--- config.mk ---
export PLATFORM = sky130hd
export DESIGN_NAME = display_source_arbiter
export DESIGN_NICKNAME = d
export VERILOG_FILES = /design/src/rtl/display_source_arbiter.sv
export SDC_FILE = /design/constraint.sdc
export NUM_CORES = 1
export LEC_CHECK = 0
export ABC_AREA = 1
export BUFFER_PORTS_ARGS = -buffer_cell sky130_fd_sc_hd__clkbuf_2
export CORE_ASPECT_RATIO = 1.4
export CORE_MARGIN = 3
export CORE_UTILIZATION = 55
export DETAILED_ROUTE_END_ITERATION = 16
export GPL_ROUTABILITY_DRIVEN = 0
export PLACE_DENSITY = 0.79
export SLEW_MARGIN = 20
export SYNTH_ARGS = -nofsm -noshare
export SYNTH_HDL_FRONTEND = slang
export SYNTH_SLANG_ARGS = --single-unit
--- constraint.sdc ---
create_clock -name clk -period 2.5 [get_ports clk]
set_input_delay 0.375 -clock clk [delete_from_list [all_inputs] [get_ports clk]]
set_output_delay 0.375 -clock clk [all_outputs]
set_load 0.02 [all_outputs]
--- src/rtl/display_source_arbiter.sv ---
// Time-shares the 4-digit display between live time, a captured lap and an alert,
// with a minimum hold time and a blank gap at every switch. Optional: DISPLAY_ARB_BLINK_EN.
module display_source_arbiter #(
  parameter int unsigned HOLD_CYCLES  = 300_000_000,
  parameter int unsigned GAP_CYCLES   = 200_000,
  parameter int unsigned BLINK_CYCLES = 50_000_000
) (
  input  logic        clk,
  input  logic        rst,
  input  logic [15:0] live_number,
  input  logic [3:0]  live_dp,
  input  logic        lap_req,
  input  logic [15:0] lap_number,
  input  logic [3:0]  lap_dp,
  input  logic        alert_req,
  input  logic [15:0] alert_number,
  output logic [15:0] number,
  output logic [3:0]  dp,
  output logic        blank,
  output logic [2:0]  grant
);

  typedef enum logic [1:0] {LIVE, GAP, LAP, ALERT} state_t;

  state_t      state, nxt, pick, leave;
  logic [31:0] cnt;
  logic        lap_pend, alert_pend;
  logic [15:0] lap_num_q, alert_num_q;
  logic [3:0]  lap_dp_q;
  logic        expire, enter;
`ifdef DISPLAY_ARB_BLINK_EN
  logic [31:0] blink_cnt;
`endif

  // enter marks a (re)load of the next state: a state change or a refresh of the shown source
  always_comb begin
    pick   = alert_pend ? ALERT : (lap_pend ? LAP : LIVE);
    leave  = (GAP_CYCLES == 0) ? pick : GAP;
    expire = (cnt <= 32'd1);
    nxt    = state;
    enter  = 1'b0;
    case (state)
      LIVE:    if (alert_pend || lap_pend) nxt = leave;
      GAP:     if (expire) nxt = pick;
      LAP: begin
        if (alert_pend)    nxt = leave;
        else if (lap_pend) enter = 1'b1;
        else if (expire)   nxt = leave;
      end
      ALERT: begin
        if (alert_pend)  enter = 1'b1;
        else if (expire) nxt = leave;
      end
      default: nxt = LIVE;
    endcase
    if (nxt != state) enter = 1'b1;
  end

  always_ff @(posedge clk) begin
    if (rst) begin
      state       <= LIVE;
      cnt         <= 32'd0;
      lap_pend    <= 1'b0;
      alert_pend  <= 1'b0;
      lap_num_q   <= 16'h0000;
      lap_dp_q    <= 4'h0;
      alert_num_q <= 16'h0000;
      number      <= 16'h0000;
      dp          <= 4'h0;
      blank       <= 1'b0;
      grant       <= 3'b001;
`ifdef DISPLAY_ARB_BLINK_EN
      blink_cnt   <= 32'd0;
`endif
    end else begin
      state <= nxt;
      // a fresh request in the same cycle as entry keeps the flag set
      lap_pend   <= lap_req   | (lap_pend   & ~(enter && nxt == LAP));
      alert_pend <= alert_req | (alert_pend & ~(enter && nxt == ALERT));
      if (lap_req) begin
        lap_num_q <= lap_number;
        lap_dp_q  <= lap_dp;
      end
      if (alert_req) alert_num_q <= alert_number;

      if (enter && nxt == GAP)                      cnt <= GAP_CYCLES;
      else if (enter && (nxt == LAP || nxt == ALERT)) cnt <= HOLD_CYCLES;
      else if (cnt != 32'd0)                        cnt <= cnt - 32'd1;

      case (nxt)
        LIVE: begin
          number <= live_number;
          dp     <= live_dp;
          blank  <= 1'b0;
          grant  <= 3'b001;
        end
        GAP: begin
          blank <= 1'b1;
          grant <= 3'b000;
        end
        LAP: begin
          if (enter) begin
            number <= lap_num_q;
            dp     <= lap_dp_q;
          end
          blank <= 1'b0;
          grant <= 3'b010;
        end
        default: begin
          if (enter) begin
            number <= alert_num_q;
            dp     <= 4'h0;
          end
          grant <= 3'b100;
`ifdef DISPLAY_ARB_BLINK_EN
          if (enter) begin
            blank     <= 1'b0;
            blink_cnt <= BLINK_CYCLES - 1;
          end else if (blink_cnt == 32'd0) begin
            blank     <= ~blank;
            blink_cnt <= BLINK_CYCLES - 1;
          end else begin
            blink_cnt <= blink_cnt - 32'd1;
          end
`else
          blank <= 1'b0;
`endif
        end
      endcase
    end
  end

endmodule

* Word-level counts from Yosys, hierarchy flattened
Cells that the tools add are included.
Word-level totals: register bits after elaboration 96, latch bits 0, bits in writable memories 0, memory bits (read-only) 0, bits of input ports 60, output and inout bits 24, memories 0
Operators by class: add/sub/neg operators 1, $mul 0, div/mod/pow operators 0, magnitude comparators 1, equal/unequal tests 8, shift-type cells 0, muxes and demuxes 25, bitwise gates (word level) 7, reductions and logical operators 15
Operator list (number):
- two-way mux 29 bit | 2
- case mux 16 bit (3 select lines) | 1
- <= comparator 32 x 1 -> 1 bit (second input constant) | 1
- two-way mux 16 bit | 2
- nonzero test 32 bit | 1
- subtractor 32 x 1 -> 32 bit (second input constant) | 1
- two-way mux 18 bit | 1
- two-way mux 2 bit | 8
- case mux 4 bit (3 select lines) | 1
- case mux 3 bit (3 select lines) | 1
- equality test 2 bit (second input constant) | 4
- two-way mux 4 bit | 2
- case mux 2 bit (4 select lines) | 1
- two-way mux 1 bit | 5
- equality test 2 x 1 -> 1 bit (second input constant) | 2
- logical AND 1 bit | 4
- zero test 2 bit | 2
- nonzero test 2 bit | 2
- inverter 1 bit | 3
- AND reduction 3 bit | 1
- nonzero test 3 bit | 1
- OR reduction 3 bit | 1
- AND 1 bit | 2
- logical OR 1 bit | 2
- other kinds (5) | 6

* Depth between registers and ports, before layout
Gate-level depths: netlist of run 1.
word-level depth 11, mapped depth 17

* Least setup slack after synthesis of run 1
Ideal clock, no wire load.
kind register -> register, start register cnt[0], end register number[0], setup time 0.113 ns, data arrival time 1.940 ns, data required time 2.387 ns, setup slack 0.447 ns, stages on the path, launching flop included 17, path buffers 1, clock period less this slack 2.053 ns, path through dfxtp_1 > inv_1 > ha_1 > nand2_4 > a21oi_1 > nand2_1 > nor2_4 > nand2_1 > nand2_2 > nand3_4 > nor2_8 > inv_4 > nand2_4 > inv_4 > buf_6 > nor2_1 > nor2_1
On the way: word-level cells in the longest chain between the ends 9
Ends and longest elaborated chain:
- from (decl) | line 26 | logic [31:0] cnt;
- from (signal assigned) | line 88 | else if (cnt != 32'd0) cnt <= cnt - 32'd1;
- <= comparator 32 x 1 -> 1 bit * | line 39 | expire = (cnt <= 32'd1);
- two-way mux 2 bit | line 48, 52
- two-way mux 2 bit | line 47 | else if (lap_pend) enter = 1'b1;
- two-way mux 2 bit | line 46 | if (alert_pend) nxt = leave;
- case mux 2 bit (4 select lines) * | line 42 | case (state)
- != test 2 bit | line 56 | if (nxt != state) enter = 1'b1;
- two-way mux 1 bit | line 56
- != test 2 bit (no line) / nonzero test 2 bit (equally long branches)
- AND reduction 3 bit (no line)
- to (signal assigned) | line 92 | number <= live_number;
- to (signal assigned) | line 103 | number <= lap_num_q;
- to (signal assigned) | line 111 | number <= alert_num_q;
- to (decl) | line 17 | output logic [15:0] number,
Mark *: on every way between the ends. The rest lies on a longest branch, timed or not. A chain may end at the register's enable or synchronous reset.

* Final worst setup path of run 1
start register cnt[0], end register dp[1]
On the way: word-level cells in the longest chain between the ends 9
Ends and longest elaborated chain:
- <= comparator 32 x 1 -> 1 bit * | line 39
- two-way mux 2 bit | line 48, 52
- two-way mux 2 bit | line 47
- two-way mux 2 bit | line 46
- case mux 2 bit (4 select lines) * | line 42
- != test 2 bit | line 56
- two-way mux 1 bit | line 56
- != test 2 bit (no line) / nonzero test 2 bit (equally long branches)
- AND reduction 3 bit (no line)
- to (signal assigned) | line 93 | dp <= live_dp;
- to (signal assigned) | line 104 | dp <= lap_dp_q;
- to (decl) | line 18 | output logic [3:0] dp,
Marked as above.

==> impl_metrics.env, run 1 <==
export IMPL_cts_buffers_inserted=9
export IMPL_arrival_ns=2.54
export IMPL_cts_tree="done"
export IMPL_path_cells="inv_1 > ha_2 > nand2_4 > a21oi_1 > nand2_1 > nor2_4 > nand2_1 > nand3_4 > nand2_1 > inv_2 > nand2_1 > nand2_1 > nand2_1 > a21oi_1"
export IMPL_hold_viol=0
export IMPL_cts_root_buf="clkbuf_8"
export IMPL_synthAdderAreaFrac=0.005504
export IMPL_netlist_instances=636
export IMPL_max_freq_mhz=443.8
export IMPL_die_h_um=113.6
export IMPL_r2r_cells=14
export IMPL_dpl_hpwl_um=7986
export IMPL_regToRegEndpoint="dp[1]"
export IMPL_start_util=0.5761
export IMPL_ant_nets=0
export IMPL_route_detailed_drc=0
export IMPL_synth_mux_area_frac=0
export IMPL_antenna_cells=0
export IMPL_vias_per_cell=5.157
export IMPL_hold_slack_ns=0.2301
export IMPL_endpoint_kind="register"
export IMPL_cp_max_fo=18
export IMPL_fin_nets=781
export IMPL_tns_ns=0
export IMPL_r2r_setup_slack_ns=0.25
export IMPL_ys_warnings_count=0
export IMPL_clkTransAtPathRegs_ns=0.09
export IMPL_core_area_um2=7893
export IMPL_synth_xor_xnor_area_share=0.04430
export IMPL_start_kind="register"
export IMPL_critPathRequiredTime_ns=2.79
export IMPL_cp_top_family="simple AND/OR/NAND/NOR gates"
export IMPL_first_pass_iters=5
export IMPL_tightest_slew_ns=0.7238
export IMPL_antenna_found_initial=0
export IMPL_worstHoldStart="lap_number[7]"
export IMPL_maxCapViolations=0
export IMPL_synth_compound_area_frac=0.08338
export IMPL_clock_skew_ns=0.005340
export IMPL_placementRows=38
export IMPL_crit_cells=14
export IMPL_setup_worst_path_start="cnt[0]"
export IMPL_synthSimpleGateAreaFrac=0.3759
export IMPL_die_area_um2=9410
export IMPL_crit_top_cell="nand2_1"
export IMPL_path_buf_inv=2
export IMPL_cts_max_level=3
export IMPL_num_io_pins=84
export IMPL_clock_latency_ns=0.36
export IMPL_synth_cell_type_count=33
export IMPL_slowest_stage="dfxtp_1"
export IMPL_maxSlewViolCount=0
export IMPL_seq_area_frac_synth=0.4227
export IMPL_endpoint="dp[1]"
export IMPL_grtUsageTotal=0.2359
export IMPL_filler_cell_count=695
export IMPL_cts_max_path_buffers=2
export IMPL_hold_path_class="in2reg"
export IMPL_syn_area_um2=4547
export IMPL_relSlewSlack=0.5169
export IMPL_post_synth_cell_area_avg_um2=7.149
export IMPL_ys_ff_latch=96
export IMPL_power_density_nw_per_um2=1058
export IMPL_grt_overflow_total=0
export IMPL_regToRegStartpoint="cnt[0]"
export IMPL_fin_crit_sh=0.9013
export IMPL_drive_above_1_share=0.2169
export IMPL_grt_max_degree=23
export IMPL_drt_initial_drc_count=239
export IMPL_cts_sinks=96
export IMPL_grt_pass1_wl_um=18470
export IMPL_grt_pass1_vias=4150
export IMPL_fin_crit_ns=2.253
export IMPL_peakVddDrop_uv=539.2
export IMPL_area_growth_syn_to_layout_pct=16.48
export IMPL_crit_path_max_incr_delay_ns=0.33
export IMPL_synth_top_family_by_area="simple AND/OR/NAND/NOR gates"
export IMPL_postCtsHoldBufs=0
export IMPL_vias=4249
export IMPL_port_buffers=83
export IMPL_drt_wl_total_um=10920
export IMPL_fp_dieW_um=82.85
export IMPL_syn_nets=698
export IMPL_status="complete, no violations"
export IMPL_avgRoutedWirePerCell_um=13.25
export IMPL_leakagePower_nw=2.540
export IMPL_setup_viol=0
export IMPL_crit_type="reg2reg"
==> worst min path at each step <==
stage / end / slack, ns / cells after the start
3_5_place_dp: alert_num_q[10] / 0.46 / 2
4_1_cts: alert_num_q[7] / 0.22 / 3
2_1_floorplan: alert_num_q[10] / 0.43 / 2
3_3_place_gp: alert_num_q[2] / 0.45 / 2
6_report: lap_num_q[7] / 0.23 / 3
5_1_grt: lap_num_q[7] / 0.23 / 3
==> layout make-up <==
cell class                      count  area, µm²  share of cell area
Tap cell                          100      125.1             0.02362
Clock inverter                      2      37.54            0.007087
Timing Repair Buffer               96      526.8             0.09946
Clock buffer                       14      162.7             0.03071
Inverter                           43      183.9             0.03473
Sequential cell                    96       1922              0.3629
Multi-Input combinational cell    473       2338              0.4415
==> routing by layer <==
metal | global-route usage | routed length (µm) | up-vias | share of wire
met5 | 0 | 0 | - | 0
met4 | 0.09160 | 225 | 0 | 0.021
met3 | 0.03974 | 463 | 22 | 0.042
met2 | 0.4315 | 5707 | 118 | 0.52
met1 | 0.2735 | 4519 | 1929 | 0.41
li1 | - | - | 2180 | -
==> synthesized netlist by cell type (all sizes together) <==
library cell  instances  area, µm²
xnor2                 6      52.55
xor2                 17      148.9
nand4                 3      18.77
clkbuf               14      52.55
nor4                  1      6.260
nand2b                1      13.76
nor2                165      688.1
a21oi                30      150.1
a31oi                 1      6.260
o21bai                1      18.77
nand3                41      240.2
nand3b               15      112.6
nor3                 11      55.05
nand2               139      574.3
o22ai                 1      6.260
o31ai                 1      7.510
buf                  10      88.83
ha                    2      25.02
inv                  43      168.9
dfxtp                96       1922
o21ai                38      190.2
==> cells in the final DEF, fill, tap and decap left out, drive strengths merged, types with 2 or more instances in the layout <==
master	n
ha	2
nand3b	15
a21oi	30
xnor2	6
o21ai	38
nand4	3
nand2	139
inv	42
nand3	41
clkbuf	97
nor3	11
nor2	165
buf	13
dfxtp	96
xor2	17
==> flip-flops by register name, summed over array words and instances (netlist names) <==
register and flops:
grant 3, state 2, blank 1, number 16, cnt 32, lap_num_q 16
alert_num_q 16, alert_pend 1, dp 4, lap_dp_q 4, lap_pend 1
==> metrics by stage <==
stage	instances	instance area, µm²	util	total power, mW	worst slack (ns)
detailed placement	803	5019	0.6359	4.505	0.1213
global route	824	5296	0.6711	6.041	-0.01676
floorplan	636	4547	-	3.939	0.4468
finish	824	5296	0.6711	5.604	0.2467
CTS	819	5219	0.6612	5.544	0.09188
global placement	803	5019	0.6359	4.435	0.2308
==> power breakdown <==
part           internal [mW]  total [mW]  switching, mW  leakage [nW]
Sequential              1.83        2.05          0.222         0.792
Clock                  0.519        1.04          0.522        0.0969
Combinational          0.930        2.51           1.58          1.65
Total                   3.28        5.60           2.33          2.54
==> worst reg2reg max path, stage by stage (launching register included) <==
cell and delay (ns):
dfxtp_1 0.33, inv_1 0.09, ha_2 0.22, nand2_4 0.07, a21oi_1 0.15, nand2_1 0.10
nor2_4 0.12, nand2_1 0.15, nand3_4 0.19, nand2_1 0.11, inv_2 0.28, nand2_1 0.10
nand2_1 0.07, nand2_1 0.05, a21oi_1 0.15
==> timing repair <==
action,4_1_cts,5_1_grt
resized for setup,0,11
setup buffers,0,5
setup endpoints to repair,0,46
hold endpoints to repair,0,0
==> cells by family after synthesis <==
family	Yosys count
and+or+nand+nor	376
adders and majority gates	2
AOI/OAI and AO/OA	72
buffers and inverters	67
xor gates and xnor gates	23
DFF	96
(Power assumes the default switching activity.)
==> run 2: changes to the inputs <==
==> constraint.sdc (replaced) <==
create_clock -name clk -period 2.9 [get_ports clk]
set_input_delay 0.435 -clock clk [delete_from_list [all_inputs] [get_ports clk]]
set_output_delay 0.435 -clock clk [all_outputs]
set_load 0.02 [all_outputs]
==> impl_metrics.env, run 2 (synthesis results as in run 1) <==
export IMPL_arrival_ns=2.78
export IMPL_cts_resized_gates=0
export IMPL_rsz0062_at_grt="no"
export IMPL_min_delay_path_depth=3
export IMPL_cts_max_level=3
export IMPL_hold_path_class="in2reg"
export IMPL_route_detailed_drc=0
export IMPL_placementRows=38
export IMPL_area_growth_syn_to_layout_pct=13.90
export IMPL_status="complete, no violations"
export IMPL_avgRoutedWirePerCell_um=13.26
export IMPL_peakVddDrop_uv=501.4
export IMPL_cts_sinks=96
export IMPL_vias_per_cell=5.092
export IMPL_fin_total_pwr_mw=4.776
export IMPL_r2r_cells=15
export IMPL_drt_initial_drc_count=219
export IMPL_largest_register_ffs=32
export IMPL_grt_overflow_total=0
export IMPL_regToRegStartpoint="cnt[0]"
export IMPL_crit_type="reg2reg"
export IMPL_internal_power_mw=2.816
export IMPL_leakagePower_nw=2.485
export IMPL_design_area_um2=5179
export IMPL_pwr_share_seq=0.370
export IMPL_die_h_um=113.6
export IMPL_num_io_pins=84
export IMPL_combPwrFrac=0.430
export IMPL_clock_latency_ns=0.36
export IMPL_tightest_slew_ns=0.7568
export IMPL_postCtsHoldBufs=0
export IMPL_cts_setup_buffers=0
export IMPL_port_buffers=83
export IMPL_final_cell_mix="nor2_1, nand2_1, dfxtp_1"
export IMPL_antenna_cells=0
export IMPL_antenna_found_initial=0
export IMPL_vias=4140
export IMPL_maxSlewViolCount=0
export IMPL_cts_buffers_inserted=9
export IMPL_cts_max_path_buffers=2
export IMPL_cts_tree="done"
export IMPL_max_freq_mhz=396.6
export IMPL_setup_viol=0
export IMPL_drive_above_1_share=0.1992
export IMPL_die_area_um2=9410
export IMPL_sw_frac_of_total=0.4103
export IMPL_min_to="lap_num_q[5]"
export IMPL_r2r_setup_slack_ns=0.38
export IMPL_hold_slack_ns=0.2877
export IMPL_setup_worst_path_start="cnt[0]"
export IMPL_start_util=0.5761
export IMPL_switching_power_mw=1.959
export IMPL_grt_pass1_vias=3985
export IMPL_grt_max_degree=55
export IMPL_pwr_share_clk=0.201
export IMPL_tns_ns=0
export IMPL_largest_register="cnt"
export IMPL_worstHoldStart="lap_number[5]"
export IMPL_clkTransAtPathRegs_ns=0.09
export IMPL_hold_viol=0
export IMPL_endpoint_kind="register"
export IMPL_drt_wl_total_um=10780
export IMPL_maxCapViolations=0
export IMPL_first_pass_iters=4
export IMPL_core_area_um2=7893
export IMPL_grtUsageTotal=0.2331
export IMPL_fp_dieW_um=82.85
export IMPL_relSlewSlack=0.4949
export IMPL_cts_root_buf="clkbuf_8"
export IMPL_fin_nets=770
export IMPL_power_density_nw_per_um2=922.2
export IMPL_start_kind="register"
export IMPL_final_common_cell="nor2_1"
export IMPL_regToRegEndpoint="number[13]"
export IMPL_cp_max_fo=19
export IMPL_critPathRequiredTime_ns=3.16
export IMPL_clock_skew_ns=0.009147
export IMPL_dpl_hpwl_um=7736
export IMPL_fin_crit_ns=2.522
export IMPL_fin_crit_sh=0.8696
export IMPL_ant_nets=0
export IMPL_placed_cell_area_um2=4954
export IMPL_grt_pass1_wl_um=17970
run 2: layer usage:
| layer | track usage | part of all wire |
|---|---|---|
| met3 | 0.05275 | 0.050 |
| met5 | 0 | 0 |
| met4 | 0.09160 | 0.017 |
| met2 | 0.4143 | 0.52 |
| met1 | 0.2716 | 0.42 |
run 2: how the worst max path moves through the flow:
stage / depth (start not counted) / to
after global routing: 15 / number[1]
after floorplan: 16 / number[0]
after global placement: 15 / number[14]
final: 15 / number[13]
after detailed placement: 15 / number[5]
after CTS: 15 / number[5]
run 2: through the flow:
step	setup slack, ns	instances	util
after floorplan	0.8468	636	-
after global placement	0.4073	796	0.6276
after detailed placement	0.2596	796	0.6276
after CTS	0.2367	812	0.6547
after global routing	0.1171	813	0.6562
final	0.3783	813	0.6562
run 2: layout make-up:
class	instances	area, µm²
well taps	100	125.1
clock buffers	13	148.9
repair buffers	84	422.9
fillers	720	2714
flip-flops and latches	96	1922
clock inverters	3	65.06
multi-input cells	474	2326
inverters	43	168.9
run 2: worst max-delay path: stages (launching register included):
cell and delay [ns]:
dfxtp_1 0.33, inv_1 0.09, ha_1 0.25, nand2_4 0.09, a21oi_1 0.14, nand2_1 0.10
nor2_4 0.11, nand3_1 0.14, nand3_4 0.18, inv_4 0.13, nor2_8 0.26, inv_4 0.16
nand2_4 0.17, inv_4 0.09, nor2_1 0.11, nor2_1 0.05
run 2: power by group through the flow:
stage | sequential [mW] | clock, mW | combinational, mW
6_report | 1.76 | 0.958 | 2.05
3_3_place_gp | 1.78 | 0 | 1.98
5_1_grt | 1.80 | 1.03 | 2.33
3_5_place_dp | 1.79 | 0 | 2.03
4_1_cts | 1.76 | 0.970 | 2.05
2_1_floorplan | 1.84 | 0 | 1.55
